`config.mk`:
```
export PLATFORM = sky130hd
export DESIGN_NAME = shift_sequencer_flat
export DESIGN_NICKNAME = d
export VERILOG_FILES = /design/src/rtl/shift_sequencer_pkg.sv /design/src/rtl/shift_sequencer_if.sv /design/src/rtl/shift_sequencer_normalizer.sv /design/src/rtl/shift_sequencer.sv /design/src/flat_wrapper.sv
export SDC_FILE = /design/constraint.sdc
export NUM_CORES = 1
export LEC_CHECK = 0
export CAP_MARGIN = 10
export CORE_MARGIN = 5
export CORE_UTILIZATION = 38
export CTS_CLUSTER_SIZE = 40
export DETAILED_ROUTE_END_ITERATION = 6
export PLACE_DENSITY = 0.68
export SLEW_MARGIN = 25
export SYNTH_ARGS = -nofsm -noshare
export SYNTH_HDL_FRONTEND = slang
export SYNTH_SLANG_ARGS = --single-unit
export TNS_END_PERCENT = 30
```
`constraint.sdc`:
```
create_clock -name i_clock -period 4.3 [get_ports i_clock]
set_input_delay 0.86 -clock i_clock [delete_from_list [all_inputs] [get_ports i_clock]]
set_output_delay 0.86 -clock i_clock [all_outputs]
set_load 0.02 [all_outputs]
```
`src/rtl/shift_sequencer_pkg.sv`:
```
// ---------------------------------------------------------------------------
// shift_sequencer_pkg
// Shared definitions for the shift sequencer slice: FSM state encoding and
// the direction / mode constants used on the request and Shifter buses.
// ---------------------------------------------------------------------------
package shift_sequencer_pkg;

    typedef enum logic [1:0] {
        IDLE  = 2'd0,
        LOAD  = 2'd1,
        SHIFT = 2'd2,
        DONE  = 2'd3
    } state_t;

    localparam logic DIR_LEFT    = 1'b1;
    localparam logic DIR_RIGHT   = 1'b0;

    localparam logic MODE_ROTATE = 1'b1;
    localparam logic MODE_SHIFT  = 1'b0;

endpackage

```
`src/rtl/shift_sequencer_if.sv`:
```
// ---------------------------------------------------------------------------
// shift_sequencer_if
// Bundles the request handshake, the Shifter control/data lines and the
// result handshake of the shift sequencer. Signal names are seen from the
// sequencer side (i_* = into the sequencer, o_* = out of it).
//   slave  : the sequencer itself
//   master : the environment (ALU control path + Shifter)
// Optional: SHIFT_SEQUENCER_ABORT_EN adds i_abort.
// ---------------------------------------------------------------------------
interface shift_sequencer_if #(
    parameter int N = 8
);
    // request handshake
    logic         i_valid;
    logic         o_ready;
    logic         i_direction;
    logic         i_rotate;
    logic [N-1:0] i_amount;
    logic [N-1:0] i_value;
    // Shifter control / data
    logic         o_shift_start;
    logic         o_shift_direction;
    logic         o_shift_rotate;
    logic [N-1:0] o_shift_iterations;
    logic [N-1:0] o_shift_value;
    logic [N-1:0] i_shift_value;
    // result handshake
    logic         o_valid;
    logic         i_ready;
    logic [N-1:0] o_result;
`ifdef SHIFT_SEQUENCER_ABORT_EN
    logic         i_abort;
`endif

    modport slave (
        input  i_valid, i_direction, i_rotate, i_amount, i_value,
        input  i_shift_value, i_ready,
`ifdef SHIFT_SEQUENCER_ABORT_EN
        input  i_abort,
`endif
        output o_ready, o_shift_start, o_shift_direction, o_shift_rotate,
        output o_shift_iterations, o_shift_value, o_valid, o_result
    );

    modport master (
        output i_valid, i_direction, i_rotate, i_amount, i_value,
        output i_shift_value, i_ready,
`ifdef SHIFT_SEQUENCER_ABORT_EN
        output i_abort,
`endif
        input  o_ready, o_shift_start, o_shift_direction, o_shift_rotate,
        input  o_shift_iterations, o_shift_value, o_valid, o_result
    );

endinterface

```
`src/rtl/shift_sequencer_normalizer.sv`:
```
// ---------------------------------------------------------------------------
// shift_amount_normalizer
// Combinational reduction of a requested amount to the number of Shifter
// iterations actually needed.
//   rotate      : requested mode (MODE_ROTATE / MODE_SHIFT)
//   amount      : requested amount
//   eff_amount  : rotate -> amount mod N; shift -> amount unchanged
//   zero_result : shift by N or more positions (result is all zeros)
// ---------------------------------------------------------------------------
module shift_amount_normalizer
    import shift_sequencer_pkg::*;
#(
    parameter int N = 8
) (
    input  logic         rotate,
    input  logic [N-1:0] amount,
    output logic [N-1:0] eff_amount,
    output logic         zero_result
);

    localparam int LOG2N = $clog2(N);
    localparam logic [N-1:0] AMOUNT_MASK = {{(N-LOG2N){1'b0}}, {LOG2N{1'b1}}};

    always_comb begin
        // NOTE: every output gets a default first so no path leaves one unassigned (no latch).
        eff_amount  = amount;
        zero_result = 1'b0;
        if (rotate == MODE_ROTATE) begin
            // N is a power of two, so mod N is just the low log2(N) bits.
            eff_amount = amount & AMOUNT_MASK;
        end else begin
            // Any bit at or above log2(N) means the amount is >= N.
            zero_result = |amount[N-1:LOG2N];
        end
    end

endmodule

```
`src/rtl/shift_sequencer.sv`:
```
// ---------------------------------------------------------------------------
// shift_sequencer
// Upstream controller for the Shifter: accepts a shift/rotate request,
// starts the Shifter, counts the iterations and returns the Shifter output
// captured after exactly the requested number of shifts.
// Ports:
//   i_clock : clock, rising edge
//   i_reset : asynchronous, active-high reset
//   bus     : shift_sequencer_if.slave (request, Shifter and result lines)
// Parameter N: operand/amount width, power of two >= 2.
// Optional: define SHIFT_SEQUENCER_ABORT_EN to add bus.i_abort, which drops
// an in-flight request (LOAD/SHIFT) and returns to IDLE without a result.
// ---------------------------------------------------------------------------
module shift_sequencer
    import shift_sequencer_pkg::*;
#(
    parameter int N = 8
) (
    input  logic                 i_clock,
    input  logic                 i_reset,
    shift_sequencer_if.slave     bus
);

    if (N < 2 || (N & (N - 1)) != 0) begin : g_bad_width
        $error("shift_sequencer: N must be a power of two >= 2");
    end

    localparam logic [N-1:0] ONE = {{(N-1){1'b0}}, 1'b1};

    state_t       state, state_next;
    logic         req_direction, req_rotate, req_zero;
    logic [N-1:0] req_value, req_amount;
    logic [N-1:0] remaining, remaining_dec, result;
    logic [N-1:0] norm_amount;
    logic         norm_zero;
    logic         abort_hit;

    shift_amount_normalizer #(.N(N)) u_normalizer (
        .rotate      (bus.i_rotate),
        .amount      (bus.i_amount),
        .eff_amount  (norm_amount),
        .zero_result (norm_zero)
    );

    // Decrement as an add of all-ones, the same form the shared Adder uses.
    assign remaining_dec = remaining + {N{1'b1}};

`ifdef SHIFT_SEQUENCER_ABORT_EN
    assign abort_hit = bus.i_abort && (state == LOAD || state == SHIFT);
`else
    assign abort_hit = 1'b0;
`endif

    // State register
    always_ff @(posedge i_clock or posedge i_reset) begin
        // NOTE: sequential state uses non-blocking assignments so every flop samples pre-edge values.
        if (i_reset) state <= IDLE;
        else         state <= state_next;
    end

    // Next-state and handshake/strobe outputs
    always_comb begin
        state_next        = state;
        bus.o_ready       = 1'b0;
        bus.o_valid       = 1'b0;
        bus.o_shift_start = 1'b0;
        case (state)
            IDLE: begin
                bus.o_ready = 1'b1;
                if (bus.i_valid) state_next = LOAD;
            end
            LOAD: begin
                bus.o_shift_start = 1'b1;
                if (req_zero || req_amount == '0) state_next = DONE;
                else                              state_next = SHIFT;
            end
            SHIFT: begin
                if (remaining == ONE) state_next = DONE;
            end
            DONE: begin
                bus.o_valid = 1'b1;
                if (bus.i_ready) state_next = IDLE;
            end
            default: state_next = IDLE;
        endcase
        if (abort_hit) state_next = IDLE;
    end

    // Request registers, iteration counter and result capture
    always_ff @(posedge i_clock or posedge i_reset) begin
        if (i_reset) begin
            req_direction <= 1'b0;
            req_rotate    <= 1'b0;
            req_zero      <= 1'b0;
            req_value     <= '0;
            req_amount    <= '0;
            remaining     <= '0;
            result        <= '0;
        end else begin
            case (state)
                IDLE: begin
                    if (bus.i_valid) begin
                        req_direction <= bus.i_direction;
                        req_rotate    <= bus.i_rotate;
                        req_value     <= bus.i_value;
                        req_amount    <= norm_amount;
                        req_zero      <= norm_zero;
                    end
                end
                LOAD: begin
                    if (!abort_hit) begin
                        if (req_zero)               result    <= '0;
                        else if (req_amount == '0)  result    <= bus.i_shift_value;
                        else                        remaining <= req_amount;
                    end
                end
                SHIFT: begin
                    if (!abort_hit) begin
                        if (remaining == ONE) result    <= bus.i_shift_value;
                        else                  remaining <= remaining_dec;
                    end
                end
                default: ;
            endcase
        end
    end

    // Shifter configuration follows the registered request in every state.
    assign bus.o_shift_direction  = req_direction;
    assign bus.o_shift_rotate     = req_rotate;
    assign bus.o_shift_iterations = req_amount;
    assign bus.o_shift_value      = req_value;
    assign bus.o_result           = result;

endmodule

```
`src/flat_wrapper.sv`:
```
// flat-port wrapper written by rule: the top's interface ports become plain ports
module shift_sequencer_flat import shift_sequencer_pkg::*;
#(
    parameter int N = 8
)
  (i_clock, i_reset, bus_i_valid, bus_i_direction, bus_i_rotate, bus_i_amount, bus_i_value, bus_i_shift_value, bus_i_ready, bus_o_ready, bus_o_shift_start, bus_o_shift_direction, bus_o_shift_rotate, bus_o_shift_iterations, bus_o_shift_value, bus_o_valid, bus_o_result);
  shift_sequencer_if #(.N(N)) bus_i ();
  input  logic i_clock;
  input  logic i_reset;
  input wire logic [$bits(bus_i.i_valid)-1:0] bus_i_valid;
  input wire logic [$bits(bus_i.i_direction)-1:0] bus_i_direction;
  input wire logic [$bits(bus_i.i_rotate)-1:0] bus_i_rotate;
  input wire logic [$bits(bus_i.i_amount)-1:0] bus_i_amount;
  input wire logic [$bits(bus_i.i_value)-1:0] bus_i_value;
  input wire logic [$bits(bus_i.i_shift_value)-1:0] bus_i_shift_value;
  input wire logic [$bits(bus_i.i_ready)-1:0] bus_i_ready;
  output wire logic [$bits(bus_i.o_ready)-1:0] bus_o_ready;
  output wire logic [$bits(bus_i.o_shift_start)-1:0] bus_o_shift_start;
  output wire logic [$bits(bus_i.o_shift_direction)-1:0] bus_o_shift_direction;
  output wire logic [$bits(bus_i.o_shift_rotate)-1:0] bus_o_shift_rotate;
  output wire logic [$bits(bus_i.o_shift_iterations)-1:0] bus_o_shift_iterations;
  output wire logic [$bits(bus_i.o_shift_value)-1:0] bus_o_shift_value;
  output wire logic [$bits(bus_i.o_valid)-1:0] bus_o_valid;
  output wire logic [$bits(bus_i.o_result)-1:0] bus_o_result;
  assign bus_i.i_valid = bus_i_valid;
  assign bus_i.i_direction = bus_i_direction;
  assign bus_i.i_rotate = bus_i_rotate;
  assign bus_i.i_amount = bus_i_amount;
  assign bus_i.i_value = bus_i_value;
  assign bus_i.i_shift_value = bus_i_shift_value;
  assign bus_i.i_ready = bus_i_ready;
  assign bus_o_ready = bus_i.o_ready;
  assign bus_o_shift_start = bus_i.o_shift_start;
  assign bus_o_shift_direction = bus_i.o_shift_direction;
  assign bus_o_shift_rotate = bus_i.o_shift_rotate;
  assign bus_o_shift_iterations = bus_i.o_shift_iterations;
  assign bus_o_shift_value = bus_i.o_shift_value;
  assign bus_o_valid = bus_i.o_valid;
  assign bus_o_result = bus_i.o_result;
  shift_sequencer #(.N(N)) u_core (.i_clock(i_clock), .i_reset(i_reset), .bus(bus_i));
endmodule
```
==> results of run 1 <==
per-stage QoR:
step,setup slack [ns],area [um2]
after global placement,1.80,2490
after detailed placement,1.76,2490
after floorplan,2.35,1840
after CTS,1.53,2600
after global routing,1.42,2600
final,1.54,2600
sequential cells by signal, indices dropped and copies added (netlist names):
name / count
u_core.req_zero: 1
u_core.bus.o_shift_rotate: 1
u_core.bus.o_result: 8
u_core.bus.o_shift_iterations: 8
u_core.bus.o_shift_value: 8
u_core.bus.o_shift_direction: 1
u_core.state: 2
u_core.remaining: 8
worst register-to-register path, delay by kind of cell (launching register included):
kind	cells	cell delay, ns
buffers and inverters	1	0.14
AND/OR/NAND/NOR	1	0.45
adder cells (fa/ha/maj)	1	0.57
AO/OA/AOI/OAI	3	0.91
flip-flops	1	0.41
cells in the final DEF, fill, tap and decap left out, types with 2 or more instances in the layout:
cell and instances:
inv_1 13, o31ai_1 2, clkbuf_8 7, a31oi_1 4, a221oi_1 3, mux2i_1 3
o211ai_1 2, dfrtp_1 37, mux2_2 13, o21ai_0 7, o22ai_1 2, o22a_1 3
nand2b_1 5, clkdlybuf4s50_1 58, nor4_1 5, o2bb2ai_1 2, nand2_1 9, ha_1 7
a22o_1 8, a21oi_1 7, a211oi_1 2, nor2_1 6, a21o_1 2
routing by layer:
layer  track usage, %  share of wire, %
met4             4.12               1.3
met5                0                 0
met1             18.2                44
met3             5.19               6.0
met2             23.0                49
power breakdown:
| group | internal (uW) | switching, uW | total (uW) |
|---|---|---|---|
| logic | 25.1 | 11.9 | 37.0 |
| registers | 348 | 0 | 348 |
| clock network | 148 | 123 | 271 |
path summary, 6_finish.rpt:
kind,start,to,slack [ns],depth (start not counted)
setup / recovery,u_core.state[1],bus_o_shift_start,1.54,3
hold / removal,u_core.bus.o_result[2],u_core.bus.o_result[2],0.50,1
setup reg to reg,u_core.state[0],u_core.bus.o_result[1],1.77,6
hold reg to reg,u_core.bus.o_result[2],u_core.bus.o_result[2],0.50,1
max in group asynchronous,i_reset,u_core.remaining[5],3.01,3
min in group asynchronous,i_reset,u_core.bus.o_shift_direction,0.97,3
cell type report:
class | count | area, um2 | share of cell area, %
clock buffers | 7 | 96.3 | 3.71
clock inverters | 1 | 8.76 | 0.337
flip-flops and latches | 37 | 926 | 35.6
well taps | 67 | 83.8 | 3.22
repair buffers | 59 | 588 | 22.6
multi-input cells | 106 | 845 | 32.5
inverters | 14 | 52.6 | 2.02
kinds of logic (layout without fill, tap and decap cells):
family,Yosys count,count (layout)
buf+inv,19,81
mux,16,16
fa+ha+maj,7,7
flops,37,37
simple gates,32,32
compound gates,51,51
==> summary.md, run 1 <==
| Metric | Value |
|---|---|
| Status | complete, no violations |
| Critical path arrival | 1.90 ns |
| Simple-Gate Fraction of Synth Area | a little under a tenth |
| Die H | ~80 um |
| Antenna cells | 0 |
| Nets | 260 |
| Port bufs | 58 |
| XOR/XNOR Fraction of Synth Area | 0% |
| Power Density | 252 nW/um2 |
| Mapped Cells | between 150 and 200 |
| Final Max Tran Viols | 0 |
| Routed via count | 1502 |
| Mapped Area | 1840 um2 |
| I/O Pins | 59 |
| DRT iter0 DRCs | 99 |
| Sequential share of the synthesized area | 50.2% |
| Gr usage total | 14.3% |
| Number of synthesized flops with an enable pin | 0 |
| Initial core utilization | about two fifths |
| Dpl cells | 283 |
| PostCTS Resize Cnt | 0 |
| RSZ-0062 raised after global routing | no |
| Max stage delay on crit path | 0.68 ns |
| Antenna violations before repair | 0 |
| Residual DRC | 0 |
| Post-DP HPWL | roughly 3.1 mm |
| Syn-to-layout area delta | 41.1% |
| Largest family of logic cells by synthesized area | compound AO/OA/AOI/OAI gates |
| CP Capture Type | output pin |
| WHS | 0.502 ns |
| Synth area leaders | dfrtp_1, mux2_2, ha_1 |
| Worst slew margin | 42.7% |
| Largest net degree at the start of global routing | 38 |
| DR pass1 iterations | 5 |
| Non-filler cells in the finished layout | 291 |
| Top-area cell type share of the netlist area | 50.2% |
| Avg Cell Area, Syn | 11.4 um2 |
| Vias in the first global route | 1471 |
| Core area | 4720 um2 |
| Final Routed Wirelength | 4.21 mm |
| Worst path bufs/invs | 2 |
| Crit-path leading delay family | buffers and inverters |
| Global route overflow | 0 |
| Filler Cell Count | roughly 410 |
| Setup TNS | 0 ns |
| Share of cells above drive strength 1 | 13.4% |
| Min Tclk post-route | 2.76 ns |
| VDD IR-drop max | 227 uV |
| CTS tree | done |
| Clk root buf | clkbuf_8 |
| Worst setup path class | reg2out |
| Worst hold path type | reg2reg |
| Worst Path Max Fanout | 9 |
| Clk_lat worst skew | 0.29 ns |
| CP cell instances | inv_1 -> ha_1 -> clkdlybuf4s50_1 |
| Max-cap violations | 0 |
| Cell taking the most area after synthesis | dfrtp_1 |
| Clk buf depth | 2 |
| Final setup vio count | 0 |
| Fmax | 362 MHz |
| Die footprint | 6340 um2 |
| Reg clk slew, reported paths | 0.07 ns |
| Critical path startpoint category | flip-flop |
| Worst-margin pin slew | ~0.86 ns |
| Post-CTS Hold Buffers | 0 |
| Post-synth ARST share | 100% |
| Core Util, Final | 55.0% |
| CP Data Required Time | 3.44 ns |
| Final hold viol count | 0 |
| Mapped Nets | 199 |
| Via density | roughly 5.2 |
| CP max stage cell | clkdlybuf4s50_1 |
| CTS buffer count | 5 |
| Synth Warn # | 0 |
| Std cell rows | 25 |
| H-tree Lvls | 2 |
| Power, Total | 656 uW |
| TritonCTS sink count | 37 |
| First-pass GRT wire length | 7.09 mm |
| Ys flop type | dfrtp_1 |
| Width of the die | 79.6 um |
| RD Place Congestion | just under 0.9 |
| Mux contribution to synthesized area | 9.57% |
| Most frequent cell after synthesis | dfrtp_1 |
| Drt wl/cell | 14.5 um |
| # Post-CTS Setup Buffers | 0 |
| Final period utilization | between 60% and 70% |
| Unique masters post-synth | 38 |
| Synth Area in Adders | 4.75% |
| Static Leak | 0.00121 uW |
| Synth Register Bits | 37 |
| Synth top cells by count | dfrtp_1, inv_1, mux2_2, nand2_1, a22o_1 |
| Post-synthesis compound-gate area fraction | 22.1% |
| Final setup skew | 0.00241 ns |
| Antenna viol nets, final | 0 |
(Power assumes the default switching activity.)
==> inputs of run 2 (changes only) <==
- PLACE_DENSITY: 0.68 -> 0.7
- clock period: 4.3 -> 2.38 ns (I/O delays scaled with it)
==> summary.md, run 2 (synthesized netlist as in run 1, its figures left out) <==
| Metric | Value |
|---|---|
| Via density | 5.18 (+0.38%) |
| Worst Path Max Fanout | 9 (unchanged) |
| Core area | 4720 um2 (unchanged) |
| DR pass1 iterations | 4 (-1) |
| Non-filler cells in the finished layout | 293 (+0.69%) |
| Worst Hold Depth | 1 (unchanged) |
| Final Max Tran Viols | 0 (unchanged) |
| Drt wl/cell | 14.6 um (+1.3%) |
| Global route overflow | 0 (unchanged) |
| Min Tclk post-route | 2.25 ns |
| Width of the die | 79.6 um (unchanged) |
| Antenna viol nets, final | 0 (unchanged) |
| Residual DRC | 0 (unchanged) |
| Largest net degree at the start of global routing | 38 (unchanged) |
| Vias in the first global route | 1520 (+3.3%) |
| Routed via count | 1518 (+1.1%) |
| Dpl cells | 285 (+0.71%) |
| Final period utilization | 94.7% |
| Antenna violations before repair | 0 (unchanged) |
| Gr usage total | 14.3% (about the same) |
| Syn-to-layout area delta | 42.6% |
| Die H | 79.6 um (unchanged) |
| DRT iter0 DRCs | 133 (+34%) |
| First-pass GRT wire length | 7.00 mm (-1.3%) |
| Final setup vio count | 0 (unchanged) |
| Static Leak | 0.00122 uW (+0.72%) |
| Post-CTS Hold Buffers | 0 (unchanged) |
| RSZ-0062 raised after global routing | no |
| WHS | 0.504 ns (+0.00248 ns) |
| Final Routed Wirelength | 4.29 mm (+1.9%) |
| Final setup skew | 0.00431 ns (+0.00190 ns) |
| Initial core utilization | 39.0% (unchanged) |
| Worst-margin pin slew | 0.588 ns (-0.270 ns) |
| Setup TNS | 0 ns (unchanged) |
| I/O Pins | 59 (unchanged) |
| Max-cap violations | 0 (unchanged) |
| Worst r2r dst | u_core.bus.o_result[6] |
| Final hold viol count | 0 (unchanged) |
| Critical path startpoint category | flip-flop |
| Reg clk slew, reported paths | 0.07 ns (about the same) |
| CTS tree | done |
| VDD IR-drop max | 387 uV (+70%) |
| Clk root buf | clkbuf_8 |
| Critical path arrival | 1.78 ns (-0.12 ns) |
| Worst slew margin | 60.7% (+18 points) |
| RD Place Congestion | 0.842 (-3.0%) |
| Commonest non-fill, non-tap cell in the layout | clkdlybuf4s50_1 |
| # Post-CTS Setup Buffers | 0 (unchanged) |
| Worst reg2reg path depth | 6 (unchanged) |
| Status | complete, no violations |
| Std cell rows | 25 (unchanged) |
| R2R Setup Slk | 0.24 ns (-1.53 ns) |
| Clk buf depth | 2 (unchanged) |
| CP Capture Type | output pin |
| Port bufs | 58 (unchanged) |
| CP Data Required Time | 1.90 ns (-1.54 ns) |
| PostCTS Resize Cnt | 0 (unchanged) |
| Leading cell types in the layout, fill and taps excluded | clkdlybuf4s50_1, dfrtp_1, inv_1, mux2_2, nand2_1 |
| Die footprint | 6340 um2 (unchanged) |
| TritonCTS sink count | 37 (unchanged) |
| Nets | 262 (+0.77%) |
| Fmax | 444 MHz |
| CTS buffer count | 5 (unchanged) |
| RR Startpoint | u_core.state[0] |
| Antenna cells | 0 (unchanged) |
| Post-DP HPWL | 3.13 mm (about the same) |
| Clk_lat worst skew | 0.29 ns (about the same) |
| Worst setup path class | reg2out |
| Worst hold path type | reg2reg |
| H-tree Lvls | 2 (unchanged) |
| Power Density | 480 nW/um2 (+90%) |
| Hold path endpoint | u_core.bus.o_result[2] |
| Hold path startpoint | u_core.bus.o_result[2] |
| Share of cells above drive strength 1 | 14.2% (+0.77 points) |
==> run 2: cell count changes in the layout (fill, tap and decap cells not counted) <==
cell,previous run,this run
buf_4,1,3
bufinv_16,0,1
clkbuf_1,0,1
clkbuf_8,7,6
ha_1,7,6
ha_2,0,1
inv_6,1,0
==> run 2: cell type report <==
class | count | area (um2)
timing repair buffer | 61 | 603
fill | 419 | 2090
multi-input combinational | 106 | 847
sequential | 37 | 926
clock inverter | 1 | 30.0
clock buffer | 7 | 86.3
tap | 67 | 83.8
inverter | 14 | 52.6
==> run 2: power breakdown <==
part | switching [uW] | leakage [uW] | internal [uW]
clock | 224 | 0.0000585 | 342
sequential | 0 | 0.000481 | 628
combinational | 22.0 | 0.000681 | 45.3
==> run 2: critical path, cell delays in order (launching register included) <==
cell             delay (ns)
dfrtp_1                0.41
inv_1                  0.14
ha_2                   0.31
clkdlybuf4s50_1        0.64
==> run 2: routing by layer <==
| metal | track usage (%) | up-vias | part of all wire, % |
|---|---|---|---|
| li1 | - | 727 | - |
| met1 | 17.2 | 736 | 43 |
| met2 | 23.5 | 50 | 48 |
| met3 | 5.08 | 5 | 7.3 |
| met4 | 5.33 | 0 | 1.3 |
| met5 | 0 | - | 0 |
==> run 2: per-stage QoR <==
step / total power [uW] / util (%) / setup WS, ns / cell area, um2
2_1_floorplan: 654 / - / 0.433 / 1840
3_3_place_gp: 708 / 53.1 / 0.356 / 2510
3_5_place_dp: 709 / 53.1 / 0.293 / 2510
4_1_cts: 1280 / 55.6 / 0.0116 / 2630
5_1_grt: 1310 / 55.7 / 0.0397 / 2630
6_report: 1260 / 55.7 / 0.125 / 2630
==> run 2: worst max path at each step <==
stage	from	end
6_report	u_core.state[1]	bus_o_shift_start
5_1_grt	u_core.state[1]	bus_o_shift_start
4_1_cts	u_core.state[1]	bus_o_shift_start
3_5_place_dp	u_core.state[0]	u_core.bus.o_result[0]
3_3_place_gp	u_core.state[0]	u_core.bus.o_result[0]
2_1_floorplan	u_core.state[0]	u_core.bus.o_result[0]
==> inputs of run 3 (changes only) <==
- CORE_MARGIN: 5 -> 2
- CORE_UTILIZATION: 38 -> 41
- PLACE_DENSITY: 0.7 -> 0.75
==> summary.md, run 3 (synthesized netlist as in run 1, its figures left out) <==
| Metric | Value |
|---|---|
| Status | complete, no violations |
| Met3 usage | 5.41% (+0.33 points) |
| Worst reg2reg path depth | 6 (unchanged) |
| Die footprint | 5050 um2 (-20%) |
| RD Place Congestion | 0.872 (+3.5%) |
| # Post-CTS Setup Buffers | 0 (unchanged) |
| Antenna viol nets, final | 0 (unchanged) |
| RR Startpoint | u_core.state[0] |
| CP Capture Type | output pin |
| Critical path arrival | 1.79 ns (about the same) |
| Min Tclk post-route | 2.27 ns (+0.0108 ns) |
| Met2 GRT Util | 26.3% (+2.7 points) |
| Global route overflow | 0 (unchanged) |
| Antenna cells | 0 (unchanged) |
| Max-cap violations | 0 (unchanged) |
| Clk root buf | clkbuf_8 |
| First-pass GRT wire length | 6.93 mm (-0.89%) |
| Filler Cell Count | 347 (-17%) |
| I/O Pins | 59 (unchanged) |
| Met1 Use GR | 24.0% (+6.9 points) |
| Vias in the first global route | 1474 (-3.0%) |
| Power Density | 429 nW/um2 (-11%) |
| Residual DRC | 0 (unchanged) |
| Reg area | 926 um2 (unchanged) |
| Worst Path Max Fanout | 9 (unchanged) |
| Worst setup path class | reg2out |
| DR pass1 iterations | 4 (unchanged) |
| WHS | 0.503 ns (-0.00160 ns) |
| Largest net degree at the start of global routing | 38 (unchanged) |
| Dpl ws | 0.302 ns (+0.00895 ns) |
| Worst setup margin | 0.115 ns (-0.0108 ns) |
| R2R Setup Slk | 0.24 ns (about the same) |
| Std cell rows | 24 (-4.0%) |
| Nets | 262 (unchanged) |
| Worst r2r dst | u_core.bus.o_result[2] |
| Fmax | 441 MHz (-0.48%) |
| VDD IR-drop max | 398 uV (+3.0%) |
| CP Data Required Time | 1.90 ns (about the same) |
| Setup TNS | 0 ns (unchanged) |
| Setup crit end | bus_o_shift_start |
| Share of cells above drive strength 1 | 13.3% (-0.88 points) |
| Clk_lat worst skew | 0.28 ns (about the same) |
| Via density | 5.44 (+5.0%) |
| Syn-to-layout area delta | 39.6% |
| Port bufs | 58 (unchanged) |
| Gr usage total | 17.3% (+2.9 points) |
| Routed via count | 1512 (-0.40%) |
| Clk buf depth | 2 (unchanged) |
| Final period utilization | 95.2% (+0.45 points) |
| Final Routed Wirelength | 4.08 mm (-4.8%) |
| DRT iter0 DRCs | 110 (-17%) |
| Drt wl/cell | 14.7 um (+0.36%) |
| Antenna violations before repair | 0 (unchanged) |
| CTS tree | done |
| Die H | 71.0 um (-11%) |
| H-tree Lvls | 2 (unchanged) |
| CP startpoint | u_core.state[1] |
| Final setup vio count | 0 (unchanged) |
| CTS buffer count | 5 (unchanged) |
| Leading cell types in the layout, fill and taps excluded | clkdlybuf4s50_1, dfrtp_1, inv_1, mux2_2, nand2_1 |
| Post-DP HPWL | 3.01 mm (-3.9%) |
| Power, Total | 1100 uW (-12%) |
| Final setup skew | 0.00878 ns (+0.00448 ns) |
| Core area | 4350 um2 (-7.8%) |
| RSZ-0062 raised after global routing | no |
| Commonest non-fill, non-tap cell in the layout | clkdlybuf4s50_1 |
| Final Max Tran Viols | 0 (unchanged) |
| TritonCTS sink count | 37 (unchanged) |
| Worst-margin pin slew | 0.579 ns (-0.00944 ns) |
| Area of the multi-input gates | 847 um2 (unchanged) |
| Worst slew margin | 61.3% (+0.63 points) |
| Final hold viol count | 0 (unchanged) |
| Worst hold path type | reg2reg |
| Initial core utilization | 42.3% (+3.3 points) |
| Static Leak | 0.00120 uW (-1.6%) |
| Width of the die | 71.0 um (-11%) |
| Critical path startpoint category | flip-flop |
| Reg clk slew, reported paths | 0.07 ns (about the same) |
| Busiest grt layer | met2 |
-- run 3: changes by cell type in the layout (fill, tap and decap cells not counted), sizes merged --
| cell | before | now |
|---|---|---|
| bufinv | 1 | 0 |
| clkbuf | 7 | 8 |
-- run 3: report_power, final --
part | internal (uW) | switching, uW | leakage, uW | total, uW
registers | 629 | 0 | 0.000481 | 629
logic | 45.3 | 21.7 | 0.000681 | 67.1
clock network | 208 | 201 | 0.0000395 | 409
total | 882 | 223 | 0.00120 | 1100
-- run 3: final cells by class --
cell class                      count  share of cell area, %
Inverter                           14                   2.04
Tap cell                           52                   2.53
Sequential cell                    37                   36.0
Timing Repair Buffer               61                   23.4
Clock buffer                        8                   3.11
Multi-Input combinational cell    106                   32.9
-- run 3: metal layers --
metal,routed length (um),up-vias
met4,29,0
met2,1880,45
met5,0,-
li1,-,729
met3,290,4
met1,1880,734
-- run 3: worst min-delay path by stage --
stage / to / startpoint / slack, ns / cells after the start
floorplan: u_core.req_zero / u_core.req_zero / 0.50 / 2
global placement: u_core.bus.o_shift_direction / u_core.bus.o_shift_direction / 0.49 / 1
detailed placement: u_core.bus.o_result[4] / u_core.bus.o_result[4] / 0.48 / 1
CTS: u_core.bus.o_result[1] / u_core.bus.o_result[1] / 0.51 / 1
global route: u_core.bus.o_shift_direction / u_core.bus.o_shift_direction / 0.52 / 1
finish: u_core.bus.o_result[4] / u_core.bus.o_result[4] / 0.50 / 1
-- run 3: timing repair --
action                     4_1_cts  5_1_grt
setup endpoints to repair        0        1
hold buffers                     0        0
resized for setup                0        1
-- run 3: critical path, stage by stage (launching register included) --
cell	delay (ns)
dfrtp_1	0.41
inv_1	0.14
ha_2	0.32
clkdlybuf4s50_1	0.64
-- run 3: per-stage QoR --
stage / std cells / utilization (%) / cell area, um2
floorplan: 162 / - / 1840
global placement: 270 / 57.2 / 2490
detailed placement: 270 / 57.2 / 2490
CTS: 278 / 59.1 / 2570
global route: 278 / 59.1 / 2570
finish: 278 / 59.1 / 2570
